==> config.mk <==
export PLATFORM = sky130hd
export DESIGN_NAME = wb_uart_fifo
export DESIGN_NICKNAME = d
export VERILOG_FILES = /design/src/rtl/wb_uart_fifo.sv
export SDC_FILE = /design/constraint.sdc
export NUM_CORES = 1
export LEC_CHECK = 0
export CAP_MARGIN = 30
export CELL_PAD_IN_SITES_DETAIL_PLACEMENT = 0
export CELL_PAD_IN_SITES_GLOBAL_PLACEMENT = 2
export CORE_MARGIN = 8
export CORE_UTILIZATION = 35
export DETAILED_ROUTE_END_ITERATION = 7
export PLACE_DENSITY = 0.67
export SLEW_MARGIN = 20
export SYNTH_ARGS = -nofsm -noshare
export SYNTH_HDL_FRONTEND = slang
export SYNTH_SLANG_ARGS = --single-unit
export TNS_END_PERCENT = 100
==> constraint.sdc <==
create_clock -name clk -period 10.5 [get_ports clk]
set_clock_uncertainty 0.15 [all_clocks]
set_input_delay 2.625 -clock clk [delete_from_list [all_inputs] [get_ports clk]]
set_output_delay 2.625 -clock clk [all_outputs]
set_load 0.05 [all_outputs]
==> src/rtl/wb_uart_fifo.sv <==
// Wishbone UART: 8N1 TX/RX engines, power-of-two byte FIFOs, runtime divisor, level interrupts.
// Optional parity bit (CTRL[3] enable, CTRL[4] odd, STAT[8] parity_err) when WB_UART_PARITY_EN is defined.

module wb_uart_fifo_q #(parameter int DL2 = 4) (
  input  logic         clk,
  input  logic         reset,
  input  logic         i_push,
  input  logic [7:0]   i_data,
  input  logic         i_pop,
  output logic [7:0]   o_data,
  output logic [DL2:0] o_count,
  output logic         o_full,
  output logic         o_empty,
  output logic         o_push_ok
);
  logic [7:0]     r_mem [1<<DL2];
  logic [DL2-1:0] r_wp, r_rp;
  logic [DL2:0]   r_cnt;
  logic           w_pop_ok;

  assign o_count   = r_cnt;
  assign o_empty   = (r_cnt == '0);
  assign o_full    = r_cnt[DL2];
  // an empty queue hands a same-cycle push straight through to the popper
  assign w_pop_ok  = i_pop & (~o_empty | i_push);
  assign o_push_ok = i_push & (~o_full | i_pop);
  assign o_data    = o_empty ? (i_push ? i_data : 8'h00) : r_mem[r_rp];

  always_ff @(posedge clk)
    if (o_push_ok) r_mem[r_wp] <= i_data;

  always_ff @(posedge clk) begin
    if (reset) begin
      r_wp <= '0; r_rp <= '0; r_cnt <= '0;
    end else begin
      if (o_push_ok) r_wp <= r_wp + DL2'(1);
      if (w_pop_ok)  r_rp <= r_rp + DL2'(1);
      case ({o_push_ok, w_pop_ok})
        2'b10:   r_cnt <= r_cnt + (DL2+1)'(1);
        2'b01:   r_cnt <= r_cnt - (DL2+1)'(1);
        default: ;
      endcase
    end
  end
endmodule

module wb_uart_fifo #(
  parameter int clk_freq      = 100000000,
  parameter int baud          = 115200,
  parameter int rx_depth_log2 = 4,
  parameter int tx_depth_log2 = 4
) (
  input  logic        clk,
  input  logic        reset,
  input  logic        wb_stb_i,
  input  logic        wb_cyc_i,
  input  logic        wb_we_i,
  input  logic [31:0] wb_adr_i,
  input  logic [3:0]  wb_sel_i,
  input  logic [31:0] wb_dat_i,
  output logic [31:0] wb_dat_o,
  output logic        wb_ack_o,
  output logic        intr,
  input  logic        uart_rxd,
  output logic        uart_txd
);
  localparam logic [15:0] DIV_RST = 16'(clk_freq / baud - 1);
  typedef enum logic [2:0] {S_IDLE, S_START, S_DATA, S_PAR, S_STOP} state_t;

  logic        r_ack, r_ovr, r_ferr, r_perr;
  logic [31:0] r_dat;
  logic [4:0]  r_ctrl;
  logic [15:0] r_div;
  logic [15:0] w_div_eff;
  logic        w_par_en, w_odd, w_acc, w_wr, w_rd, w_stat_wr;
  logic        w_ovr_set, w_ferr_set, w_perr_set, w_unused;
  logic [4:0]  w_ctrl_mask;
  logic [2:0]  w_adr;
  logic [31:0] w_rd_data, w_stat;

  logic                   w_tx_push, w_tx_pop, w_tx_full, w_tx_empty, w_tx_push_ok;
  logic [7:0]             w_tx_rdata;
  logic [tx_depth_log2:0] w_tx_count;
  logic                   w_rx_push, w_rx_pop, w_rx_full, w_rx_empty, w_rx_push_ok;
  logic [7:0]             w_rx_rdata;
  logic [rx_depth_log2:0] w_rx_count;

  state_t      r_tx_st, w_tx_st_n, r_rx_st, w_rx_st_n;
  logic [15:0] r_tx_cnt, w_tx_cnt_n, r_rx_cnt, w_rx_cnt_n;
  logic [7:0]  r_tx_sh, w_tx_sh_n, r_rx_sh, w_rx_sh_n;
  logic [2:0]  r_tx_bit, w_tx_bit_n, r_rx_bit, w_rx_bit_n;
  logic        r_tx_par, w_tx_par_n, r_txd, w_txd_n, w_tx_load;
  logic        r_rx_perr, w_rx_perr_n, r_rx_s1, r_rx_s2, r_rx_prev;

`ifdef WB_UART_PARITY_EN
  assign w_par_en    = r_ctrl[3];
  assign w_odd       = r_ctrl[4];
  assign w_ctrl_mask = 5'h1f;
`else
  assign w_par_en    = 1'b0;
  assign w_odd       = 1'b0;
  assign w_ctrl_mask = 5'h07;
`endif

  assign w_unused  = &{1'b0, wb_sel_i, wb_adr_i[31:5], wb_adr_i[1:0], wb_dat_i[31:16], w_tx_push_ok};
  assign w_div_eff = (r_div < 16'd3) ? 16'd3 : r_div;
  assign w_adr     = wb_adr_i[4:2];
  assign w_acc     = wb_stb_i & wb_cyc_i & ~r_ack;
  assign w_wr      = w_acc & wb_we_i;
  assign w_rd      = w_acc & ~wb_we_i;
  assign w_stat_wr = w_wr & (w_adr == 3'd0);
  assign w_tx_push = w_wr & (w_adr == 3'd1);
  assign w_rx_pop  = w_rd & (w_adr == 3'd1);
  assign w_ovr_set = w_rx_push & ~w_rx_push_ok;
  assign wb_ack_o  = wb_stb_i & wb_cyc_i & r_ack;
  assign wb_dat_o  = r_dat;
  assign uart_txd  = r_txd;
  assign intr      = (r_ctrl[0] & ~w_rx_empty) | (r_ctrl[1] & w_tx_empty) |
                     (r_ctrl[2] & (r_ovr | r_ferr | r_perr));

  wb_uart_fifo_q #(.DL2(tx_depth_log2)) u_txq (
    .clk(clk), .reset(reset), .i_push(w_tx_push), .i_data(wb_dat_i[7:0]), .i_pop(w_tx_pop),
    .o_data(w_tx_rdata), .o_count(w_tx_count), .o_full(w_tx_full), .o_empty(w_tx_empty),
    .o_push_ok(w_tx_push_ok));

  wb_uart_fifo_q #(.DL2(rx_depth_log2)) u_rxq (
    .clk(clk), .reset(reset), .i_push(w_rx_push), .i_data(r_rx_sh), .i_pop(w_rx_pop),
    .o_data(w_rx_rdata), .o_count(w_rx_count), .o_full(w_rx_full), .o_empty(w_rx_empty),
    .o_push_ok(w_rx_push_ok));

  assign w_stat = {23'd0,
`ifdef WB_UART_PARITY_EN
                   r_perr,
`else
                   1'b0,
`endif
                   intr, r_ferr, w_tx_empty & (r_tx_st == S_IDLE), w_tx_empty, w_tx_full,
                   r_ovr, w_rx_full, ~w_rx_empty};

  always_comb begin
    w_rd_data = '0;
    case (w_adr)
      3'd0:    w_rd_data = w_stat;
      3'd1:    w_rd_data = {24'd0, w_rx_rdata};
      3'd2:    w_rd_data = {27'd0, r_ctrl};
      3'd3:    w_rd_data = {16'd0, r_div};
      3'd4:    w_rd_data = {16'd0, 8'(w_tx_count), 8'(w_rx_count)};
      default: ;
    endcase
  end

  always_ff @(posedge clk) begin
    if (reset) begin
      r_ack <= 1'b0; r_dat <= '0; r_ctrl <= '0; r_div <= DIV_RST;
      r_ovr <= 1'b0; r_ferr <= 1'b0; r_perr <= 1'b0;
    end else begin
      r_ack <= w_acc;
      if (w_rd) r_dat <= w_rd_data;
      if (w_wr && w_adr == 3'd2) r_ctrl <= wb_dat_i[4:0] & w_ctrl_mask;
      if (w_wr && w_adr == 3'd3) r_div <= wb_dat_i[15:0];
      r_ovr  <= (r_ovr  & ~(w_stat_wr & wb_dat_i[2])) | w_ovr_set;
      r_ferr <= (r_ferr & ~(w_stat_wr & wb_dat_i[6])) | w_ferr_set;
      r_perr <= (r_perr & ~(w_stat_wr & wb_dat_i[8])) | w_perr_set;
    end
  end

  // TX: each bit reloads the divisor, so a DIV write lands on the next bit boundary
  always_comb begin
    w_tx_st_n = r_tx_st; w_tx_cnt_n = r_tx_cnt; w_tx_sh_n = r_tx_sh; w_tx_bit_n = r_tx_bit;
    w_tx_par_n = r_tx_par; w_tx_pop = 1'b0; w_tx_load = 1'b0;
    if (r_tx_st != S_IDLE && r_tx_cnt != 16'd0) w_tx_cnt_n = r_tx_cnt - 16'd1;
    else begin
      w_tx_cnt_n = w_div_eff;
      case (r_tx_st)
        S_IDLE, S_STOP: begin
          w_tx_load = ~w_tx_empty;
          w_tx_st_n = w_tx_empty ? S_IDLE : S_START;
        end
        S_START: w_tx_st_n = S_DATA;
        S_DATA: if (r_tx_bit == 3'd7) w_tx_st_n = w_par_en ? S_PAR : S_STOP;
                else begin w_tx_bit_n = r_tx_bit + 3'd1; w_tx_sh_n = {1'b0, r_tx_sh[7:1]}; end
        S_PAR:   w_tx_st_n = S_STOP;
        default: w_tx_st_n = S_IDLE;
      endcase
      if (w_tx_load) begin
        w_tx_pop = 1'b1; w_tx_sh_n = w_tx_rdata; w_tx_bit_n = 3'd0;
        w_tx_par_n = ^w_tx_rdata ^ w_odd;
      end
    end
    case (w_tx_st_n)
      S_START: w_txd_n = 1'b0;
      S_DATA:  w_txd_n = w_tx_sh_n[0];
      S_PAR:   w_txd_n = w_tx_par_n;
      default: w_txd_n = 1'b1;
    endcase
  end

  always_ff @(posedge clk) begin
    if (reset) begin
      r_tx_st <= S_IDLE; r_tx_cnt <= '0; r_tx_sh <= '0; r_tx_bit <= '0;
      r_tx_par <= 1'b0; r_txd <= 1'b1;
    end else begin
      r_tx_st <= w_tx_st_n; r_tx_cnt <= w_tx_cnt_n; r_tx_sh <= w_tx_sh_n;
      r_tx_bit <= w_tx_bit_n; r_tx_par <= w_tx_par_n; r_txd <= w_txd_n;
    end
  end

  // RX: half-bit delay after the falling edge puts every later sample at mid-bit
  always_comb begin
    w_rx_st_n = r_rx_st; w_rx_cnt_n = r_rx_cnt; w_rx_sh_n = r_rx_sh; w_rx_bit_n = r_rx_bit;
    w_rx_perr_n = r_rx_perr; w_rx_push = 1'b0; w_ferr_set = 1'b0; w_perr_set = 1'b0;
    if (r_rx_st == S_IDLE) begin
      if (r_rx_prev && !r_rx_s2) begin
        w_rx_st_n = S_START; w_rx_cnt_n = {1'b0, w_div_eff[15:1]}; w_rx_perr_n = 1'b0;
      end
    end else if (r_rx_cnt != 16'd0) w_rx_cnt_n = r_rx_cnt - 16'd1;
    else begin
      w_rx_cnt_n = w_div_eff;
      case (r_rx_st)
        S_START: begin w_rx_bit_n = 3'd0; w_rx_st_n = r_rx_s2 ? S_IDLE : S_DATA; end
        S_DATA: begin
          w_rx_sh_n = {r_rx_s2, r_rx_sh[7:1]}; w_rx_bit_n = r_rx_bit + 3'd1;
          if (r_rx_bit == 3'd7) w_rx_st_n = w_par_en ? S_PAR : S_STOP;
        end
        S_PAR: begin w_rx_perr_n = r_rx_s2 != (^r_rx_sh ^ w_odd); w_rx_st_n = S_STOP; end
        S_STOP: begin
          w_rx_st_n = S_IDLE;
          if (!r_rx_s2)      w_ferr_set = 1'b1;
          else if (r_rx_perr) w_perr_set = 1'b1;
          else                w_rx_push = 1'b1;
        end
        default: w_rx_st_n = S_IDLE;
      endcase
    end
  end

  always_ff @(posedge clk) begin
    if (reset) begin
      r_rx_st <= S_IDLE; r_rx_cnt <= '0; r_rx_sh <= '0; r_rx_bit <= '0; r_rx_perr <= 1'b0;
      r_rx_s1 <= 1'b1; r_rx_s2 <= 1'b1; r_rx_prev <= 1'b1;
    end else begin
      r_rx_st <= w_rx_st_n; r_rx_cnt <= w_rx_cnt_n; r_rx_sh <= w_rx_sh_n;
      r_rx_bit <= w_rx_bit_n; r_rx_perr <= w_rx_perr_n;
      r_rx_s1 <= uart_rxd; r_rx_s2 <= r_rx_s1; r_rx_prev <= r_rx_s2;
    end
  end
endmodule

==> run_results.csv, run 1 <==
group,metric,value,unit
outcome,outcome,"completed",
synth,synth_top_area_share,44.9,%
clocking,cts_buffers,45,
clocking,cts_hold_buf,0,
timing,min_period,6.83,ns
synth,synth_edf_count,256,
power_and_ir_drop,vdd_drop_max,0.108,mV
floorplan,initial_core_util,35.2,%
critical_path,start_kind,"primary input",
finish,final_nets,1498,
critical_path,arrival,4.05,ns
placement,dp_hpwl,28200,um
finish,num_antenna_cells,0,
routing,drtAntennaViolNets,0,
clocking,ctsRootBufferMaster,"clkbuf_16",
timing,timing.final.crit_share,65.0,%
finish,mostFrequentLayoutCells,"edfxtp_1 (256), dfxtp_1 (136), nor2_1 (135), nand2_1 (127), a21oi_1 (79)",
hold_path,worstHoldPathType,"flip-flop to flip-flop",
clocking,clk_pin_slew,0.06,ns
routing,drcViolationCount,0,
grt,grt_antenna_before_repair,1,
grt,grt_pass1_vias,10600,
timing,setup_viol,0,
clocking,clock_latency,0.59,ns
timing,fin_hold_ws,0.263,ns
synth,ys.flop_type,"edfxtp_1",
clocking,clock_sinks,395,
floorplan,num_rows,81,
floorplan,io_pins,109,
timing,maxSlewHeadroom,32.1,%
timing,hold_viol,0,
grt,grt_pass1_wl,66200,um
critical_path,path_max_fanout,3,
placement,dpl.cell_count,1974,
floorplan,core,0.0486,mm2
clocking,cts_resized,0,
floorplan,die_h,237,um
routing,first_pass_iters,6,
critical_path,end_kind,"output port",
grt,grt_start_max_net_pins,89,
synth,ys_warn_count,0,
routing,wirelength,43400,um
finish,layout_commonest_cell,"edfxtp_1",
timing,max_slew.worst_pin.slew,1.01,ns
job,cap_violations,0,
synth,avgSynthCellArea,12.6,um2
critical_path,worstSetupPathType,"primary input to output port",
clocking,cts_setup_buffers,0,
floorplan,die_w,237,um
synth,yosysTopAreaCell,"edfxtp_1",
floorplan,die-area,0.0562,mm2
synth,syn_area,0.0171,mm2
routing,dr.first_iter.drc_count,883,
routing,vias,10800,
placement,portBuffers,43,
grt,track_usage,15.2,%
timing,final.setup.tns,0,ns
finish,num-fill-cells,4655,
synth,seq_area_frac_synth,61.2,%
timing,finalMaxSlewViolations,0,
finish,fin_cells,2056,
power_and_ir_drop,p_leak,6.44,nW
critical_path,required,7.73,ns
synth,ys_top_cells_by_area,"edfxtp_1 (45%), dfxtp_1 (16%), mux4_2 (9.1%)",
clocking,cts_tree,"done",
finish,fin_util,40.7,%
routing,via_per_inst,5.26,
routing,routedWlPerCell,21.1,um
finish,syn_to_final_growth,15.8,%
synth,synth_cells,1356,
clocking,ctsHtreeMaxLevel,2,
timing,rsz0062_at_grt,"no",
synth,synthArstFlopShare,0,%
clocking,clk_path_buf_depth,3,
synth,synth_seq_cells,395,
grt,gr-total-overflow,0,
power_and_ir_drop,pwr_density_cell,204,mW/mm2
finish,final_layout_size_suffix_gt1_share,14.1,%
placement,place_congestion,0.758,
synth,synth_cell_types,69,
timing,fmax,0.146,GHz
==> sequential cells by signal (all words and copies together) (netlist names), 5 cells and up, named ones only <==
register and cells:
u_rxq.r_mem 128, r_rx_cnt 16, r_tx_sh 8, r_div 16, r_rx_sh 8, u_txq.r_mem 128, u_rxq.o_count 5, r_tx_cnt 16
u_txq.o_count 5, wb_dat_o 16
==> synthesized netlist by cell type (16+ instances only) <==
master    number
dfxtp_1      139
xnor2_1       28
buf_4         16
nand2_1      127
a211oi_1      29
inv_1         18
nand3_1       33
nor2b_1       16
mux2i_1       19
edfxtp_1     256
nor2_1       136
xor2_1        25
o21ai_0       36
clkbuf_1      67
ha_1          22
nor3_1        38
a21oi_1       79
mux4_2        69
a22oi_1       26
==> cell type report <==
cell class,instances,area (um2),share of cell area (%)
clock buffer,57,1190,6.01
clock inverter,22,318,1.60
inverter,21,81.3,0.410
multi-input combinational,859,6230,31.5
sequential,395,10500,52.9
tap,622,778,3.93
timing repair buffer,80,741,3.74
==> worst paths after layout <==
path | slack, ns | cells after the start | end | from
worst max-delay path | 3.67 | 3 | wb_ack_o | wb_stb_i
worst min-delay path | 0.26 | 1 | r_rx_s2 | r_rx_s1
worst max register to register | 6.15 | 15 | u_txq.o_count[4] | r_tx_cnt[9]
worst min register to register | 0.26 | 1 | r_rx_s2 | r_rx_s1
==> logic make-up after synthesis <==
| family | Yosys count | share of synthesized area [%] |
|---|---|---|
| compound gates | 231 | 8.70 |
| flops | 395 | 61.2 |
| xor+xnor | 53 | 2.71 |
| buf+inv | 117 | 3.03 |
| fa+ha+maj | 22 | 1.61 |
| simple gates | 447 | 12.4 |
| other cells | 1 | 0.0219 |
| mux | 90 | 10.3 |
==> stage by stage <==
stage / cell area (um2) / total power [mW] / setup slack, ns
2_1_floorplan: 17200 / 2.29 / 4.66
3_3_place_gp: 18200 / 2.48 / 3.66
3_5_place_dp: 18300 / 2.48 / 3.67
4_1_cts: 19800 / 4.11 / 3.67
5_1_grt: 19800 / 4.24 / 3.62
6_report: 19800 / 4.05 / 3.67
==> power by group <==
| part | switching (mW) | total, mW | leakage [nW] | internal (mW) |
|---|---|---|---|---|
| clock network | 0.649 | 1.61 | 0.734 | 0.957 |
| registers | 0.0528 | 1.75 | 3.47 | 1.70 |
| logic | 0.432 | 0.697 | 2.24 | 0.265 |
| total | 1.13 | 4.05 | 6.44 | 2.92 |
==> layer usage <==
metal  share of wire, %  vias up  track usage [%]
li1                   -     5152                -
met1                 48     5393             21.6
met2                 46      201             23.8
met3                4.3       62             2.38
met4                2.1        2             4.47
met5              0.030        -                0
==> worst max-delay path, stage by stage <==
cell and delay [ns]:
clkdlybuf4s50_1 0.48, and3_1 0.15, clkdlybuf4s50_1 0.80
Power figures use the tool's default switching activity.
==> run 2: changes to the inputs <==
==> constraint.sdc (replaced) <==
create_clock -name clk -period 6.9 [get_ports clk]
set_clock_uncertainty 0.15 [all_clocks]
set_input_delay 1.725 -clock clk [delete_from_list [all_inputs] [get_ports clk]]
set_output_delay 1.725 -clock clk [all_outputs]
set_load 0.05 [all_outputs]
==> run 2 against run 1 <==
Count of clock-buffer cells in the layout shrank 3. Non-clock buffer count up 8. Register-to-register slack lost 3.6 ns. Largest power group unchanged. Setup slack got worse by 1.8 ns. Global-route usage increased by 0.39 points. First-iteration DRC count shrank 10%.
==> run_results.csv, run 2 (synthesis gave the netlist of run 1 again) <==
group,metric,value,unit
critical_path,required,7.25,ns
placement,portBuffers,43,
finish,mostFrequentLayoutCells,"edfxtp_1 (256), dfxtp_1 (136), nor2_1 (135), nand2_1 (127), a21oi_1 (79)",
floorplan,die_h,237,um
routing,first_pass_iters,5,
critical_path,crit_slowest_cell,"clkdlybuf4s50_1",
floorplan,initial_core_util,35.2,%
floorplan,die_w,237,um
clocking,clk_pin_slew,0.06,ns
clocking,cts_buffers,44,
clocking,clk_path_buf_depth,3,
timing,finalMaxSlewViolations,0,
critical_path,end_kind,"flip-flop",
power_and_ir_drop,p_int,4.40,mW
grt,track_usage,15.6,%
critical_path,cpMostUsedCell,"a21oi_1",
critical_path,start_kind,"primary input",
finish,num-fill-cells,4599,
finish,seq_area,0.0105,mm2
placement,dpl.cell_count,1982,
clocking,cts_setup_buffers,0,
floorplan,core,0.0486,mm2
finish,final_nets,1505,
clocking,ctsHtreeMaxLevel,2,
timing,hold_viol,0,
critical_path,crit_path_max_incr_delay,0.74,ns
routing,wirelength,43600,um
routing,vias,10900,
clocking,clock_latency,0.58,ns
timing,timing.final.crit_share,73.2,%
routing,dr.first_iter.drc_count,794,
timing,setup_viol,0,
critical_path,path_max_fanout,12,
clocking,cts_tree,"done",
finish,final_layout_size_suffix_gt1_share,14.5,%
placement,pre_cts_ws,1.23,ns
critical_path,crit_chain,"clkdlybuf4s50_1 > nand2_1 > nor2_1 > a21boi_4 > inv_4 > ha_1 > xor2_1 > ha_1 > o21ai_0 > a21oi_1 > a21oi_1 > xor2_1 > or3_1 > a21oi_1",
finish,fin_cells,2067,
floorplan,num_rows,81,
timing,maxSlewHeadroom,34.5,%
clocking,cts_hold_buf,0,
timing,max_slew.worst_pin.slew,0.982,ns
clocking,cts_resized,0,
clocking,ctsRootBufferMaster,"clkbuf_16",
power_and_ir_drop,p_comb_share,17.0,%
timing,fin_hold_ws,0.260,ns
clocking,clock_sinks,395,
power_and_ir_drop,p_leak,6.47,nW
floorplan,io_pins,109,
timing,min_period,5.05,ns
timing,setup_ws,1.85,ns
power_and_ir_drop,pwr_density_cell,308,mW/mm2
power_and_ir_drop,p_sw_share,27.8,%
critical_path,ff2ff_setup_slack,2.57,ns
job,cap_violations,0,
routing,drtAntennaViolNets,0,
grt,grt_pass1_vias,10900,
timing,final.setup.tns,0,ns
grt,grt_antenna_before_repair,0,
power_and_ir_drop,clkPwrFrac,39.3,%
grt,grt_start_max_net_pins,85,
hold_path,worstHoldPathType,"flip-flop to flip-flop",
floorplan,die-area,0.0562,mm2
routing,routedWlPerCell,21.1,um
placement,place_congestion,0.762,
finish,reg_top3,"u_rxq.r_mem: 128 flops, u_txq.r_mem: 128 flops",
timing,fmax,0.198,GHz
timing,rsz0062_at_grt,"no",
finish,multi_input_area,0.00622,mm2
critical_path,arrival,5.40,ns
finish,syn_to_final_growth,15.8,%
critical_path,worstSetupPathType,"primary input to flip-flop",
routing,drcViolationCount,0,
placement,dp_hpwl,28400,um
grt,grt_pass1_wl,67900,um
outcome,outcome,"completed",
finish,layout_commonest_cell,"edfxtp_1",
grt,gr-total-overflow,0,
routing,via_per_inst,5.26,
power_and_ir_drop,switchingPower,1.70,mW
finish,num_antenna_cells,0,
power_and_ir_drop,seqPwrFrac,43.7,%
power_and_ir_drop,vdd_drop_max,0.285,mV
[run 2: cell types whose count changed in the layout (fill, tap and decap cells not counted), moves of 2 or more]
cell       before  now
clkinv_1        6   10
buf_16          2    0
clkbuf_1       10    7
buf_4          34   43
nor3_2          5    2
inv_16          0    2
clkinv_16       2    0
nor3_1         33   36
clkinv_2        6   11
[run 2: final timing paths]
check / end / startpoint / cells after the start
worst max-delay path: u_txq.o_count[4] / wb_adr_i[2] / 14
worst min-delay path: r_rx_s2 / r_rx_s1 / 1
worst max register to register: u_txq.o_count[4] / r_tx_cnt[9] / 15
worst min register to register: r_rx_s2 / r_rx_s1 / 1
[run 2: final cells by class]
cell class,instances,area share (%)
repair buffers,88,3.91
inverters,21,0.411
well taps,622,3.93
clock inverters,28,1.45
clock buffers,54,6.01
flip-flops and latches,395,52.9
multi-input cells,859,31.4
[run 2: critical path: cells and delay by family]
family | cells | cell delay (ns)
and+or+nand+nor | 3 | 1.06
AOI/OAI and AO/OA | 5 | 0.94
buffers and inverters | 2 | 0.84
adders and majority gates | 2 | 0.54
xor gates and xnor gates | 2 | 0.28
[run 2: layer usage]
metal / track usage, % / wire length (um)
met5: 0 / 0
met4: 4.47 / 1080
met3: 3.50 / 2110
met2: 24.4 / 20000
met1: 21.6 / 20400
[run 2: metrics by stage]
stage	power (mW)	instance area (um2)	utilization [%]
CTS	6.18	19800	40.7
global route	6.40	19800	40.7
detailed placement	3.76	18300	37.6
finish	6.10	19800	40.7
floorplan	3.49	17200	-
global placement	3.76	18300	37.6
[run 2: power by group through the flow]
stage / clock [mW] / sequential [mW] / combinational (mW)
final: 2.40 / 2.66 / 1.04
after floorplan: 0 / 2.69 / 0.797
after detailed placement: 0 / 2.71 / 1.05
after global routing: 2.57 / 2.67 / 1.16
after CTS: 2.47 / 2.66 / 1.05
after global placement: 0 / 2.71 / 1.05
==> run 3: changes to the inputs <==
==> constraint.sdc (replaced) <==
create_clock -name clk -period 5.1 [get_ports clk]
set_clock_uncertainty 0.15 [all_clocks]
set_input_delay 1.275 -clock clk [delete_from_list [all_inputs] [get_ports clk]]
set_output_delay 1.275 -clock clk [all_outputs]
set_load 0.05 [all_outputs]
==> run 3 against run 2 <==
Design area increased by 0.41%. Worst hold slack got worse by 0.0026 ns. Routed wire length decreased by 0.20%. Die area unchanged. Core utilization increased by 0.17 points. Setup slack got worse by 1.3 ns. First-iteration DRC count increased by 8.4%. Flip-flop and latch count unchanged. Register-to-register slack got worse by 1.8 ns.
==> run_results.csv, run 3 (synthesis gave the netlist of run 1 again) <==
group,metric,value,unit
placement,dp_hpwl,28800,um
placement,pre_cts_ws,0.309,ns
timing,max_slew.worst_pin.slew,0.999,ns
finish,finalInstanceArea,0.0199,mm2
power_and_ir_drop,p_leak,6.54,nW
finish,syn_to_final_growth,16.2,%
outcome,outcome,"completed",
placement,place_congestion,0.759,
timing,rsz0062_at_grt,"no",
routing,wirelength,43500,um
routing,drtAntennaViolNets,0,
timing,final.setup.tns,0,ns
routing,drcViolationCount,0,
floorplan,initial_core_util,35.2,%
clocking,ctsRootBufferMaster,"clkbuf_16",
grt,track_usage,15.4,%
grt,gr-total-overflow,0,
power_and_ir_drop,pwr_density_cell,406,mW/mm2
clocking,cts_setup_buffers,0,
clocking,cts_tree,"done",
critical_path,path_max_fanout,10,
clocking,clk_path_buf_depth,3,
routing,dr.first_iter.drc_count,861,
floorplan,die-area,0.0562,mm2
critical_path,crit_family,"simple AND/OR/NAND/NOR gates",
routing,routedWlPerCell,20.8,um
clocking,clock_latency,0.57,ns
timing,hold_viol,0,
timing,min_period,4.53,ns
timing,finalMaxSlewViolations,0,
clocking,cts_hold_buf,0,
clocking,cts_buffers,43,
clocking,cts_resized,0,
finish,num-fill-cells,4597,
critical_path,cpMostUsedCell,"or3_1",
clocking,ctsHtreeMaxLevel,2,
critical_path,required,3.67,ns
finish,final_layout_size_suffix_gt1_share,15.9,%
floorplan,io_pins,109,
floorplan,core,0.0486,mm2
critical_path,cp.buffers_inverters,1,
timing,setup_viol,0,
critical_path,worstSetupPathType,"flip-flop to output port",
timing,maxSlewHeadroom,33.4,%
critical_path,crit_path_max_incr_delay,0.75,ns
clocking,clk_pin_slew,0.06,ns
grt,grt_pass1_wl,67000,um
grt,grt_antenna_before_repair,0,
hold_path,worstHoldPathType,"flip-flop to flip-flop",
finish,seq_area,0.0105,mm2
timing,fmax,0.221,GHz
critical_path,crit_chain,"or3_1 > or3_1 > a221o_1 > clkdlybuf4s50_1",
finish,layout_commonest_cell,"edfxtp_1",
grt,grt_start_max_net_pins,55,
finish,reg_top3,"u_rxq.r_mem: 128 flops, u_txq.r_mem: 128 flops",
routing,first_pass_iters,5,
routing,vias,11000,
critical_path,end_kind,"output port",
critical_path,start_kind,"flip-flop",
timing,setup_ws,0.572,ns
grt,grt_pass1_vias,10900,
critical_path,crit_slowest_cell,"clkdlybuf4s50_1",
critical_path,arrival,3.10,ns
floorplan,die_w,237,um
timing,timing.final.crit_share,88.8,%
clocking,clock_sinks,395,
finish,final_nets,1528,
finish,multi_input_area,0.00621,mm2
floorplan,num_rows,81,
floorplan,die_h,237,um
job,cap_violations,0,
power_and_ir_drop,vdd_drop_max,0.287,mV
placement,portBuffers,43,
routing,via_per_inst,5.26,
finish,mostFrequentLayoutCells,"edfxtp_1 (256), dfxtp_1 (136), nor2_1 (135), nand2_1 (127), a21oi_1 (79)",
placement,placed_area,0.0185,mm2
run 3: cell count changes in the layout (fill, tap and decap cells not counted):
cell	change
buf_12	+1
clkinv_1	-6
buf_6	-1
clkbuf_16	-3
buf_4	+24
inv_6	+1
clkinvlp_4	+2
bufinv_16	-3
clkbuf_1	+1
clkbuf_8	+4
nor3_2	-1
nor3_1	+1
diode_2	+1
run 3: per-stage QoR:
| step | hold slack, ns | total power, mW | std cells | utilization, % |
|---|---|---|---|---|
| after floorplan | 0.239 | 4.72 | 1371 | - |
| after global placement | 0.242 | 5.10 | 2006 | 38.0 |
| after detailed placement | 0.246 | 5.11 | 2008 | 38.0 |
| after CTS | 0.260 | 8.19 | 2086 | 40.9 |
| after global routing | 0.282 | 8.47 | 2087 | 40.9 |
| final | 0.257 | 8.08 | 2088 | 40.9 |
run 3: per-layer routing:
layer	up-vias	track usage, %	wire length (um)
li1	5208	-	-
met1	5474	21.7	20800
met2	230	24.2	19800
met3	61	2.50	2070
met4	0	4.25	859
met5	-	0	0
run 3: worst paths after layout:
check,end,slack (ns),cells after the start,startpoint
max reg2reg,u_txq.o_count[4],0.74,15,r_tx_cnt[9]
min,r_rx_s2,0.26,1,r_rx_s1
min reg2reg,r_rx_s2,0.26,1,r_rx_s1
max,intr,0.57,4,u_rxq.o_count[1]
run 3: final cells by class:
| cell class | count | share of cell area (%) |
|---|---|---|
| antenna | 1 | 0.0126 |
| multi-input combinational | 859 | 31.3 |
| timing repair buffer | 112 | 4.84 |
| clock inverter | 22 | 0.994 |
| inverter | 21 | 0.409 |
| sequential | 395 | 52.7 |
| clock buffer | 56 | 5.91 |
| tap | 622 | 3.91 |
run 3: power breakdown:
group | internal (mW) | leakage [nW] | switching [mW]
registers | 3.49 | 3.47 | 0.158
clock network | 1.74 | 0.676 | 1.31
logic | 0.550 | 2.40 | 0.828
run 3: worst reg2reg max path, cell delays in order, from the launching register on:
cell	delay, ns
dfxtp_1	0.34
or3_4	0.41
or4_4	0.44
or3_1	0.44
a21o_1	0.38
a21boi_4	0.34
inv_4	0.10
ha_1	0.32
xor2_1	0.19
ha_1	0.22
o21ai_0	0.15
a21oi_1	0.09
a21oi_1	0.17
xor2_1	0.10
or3_1	0.32
a21oi_1	0.14
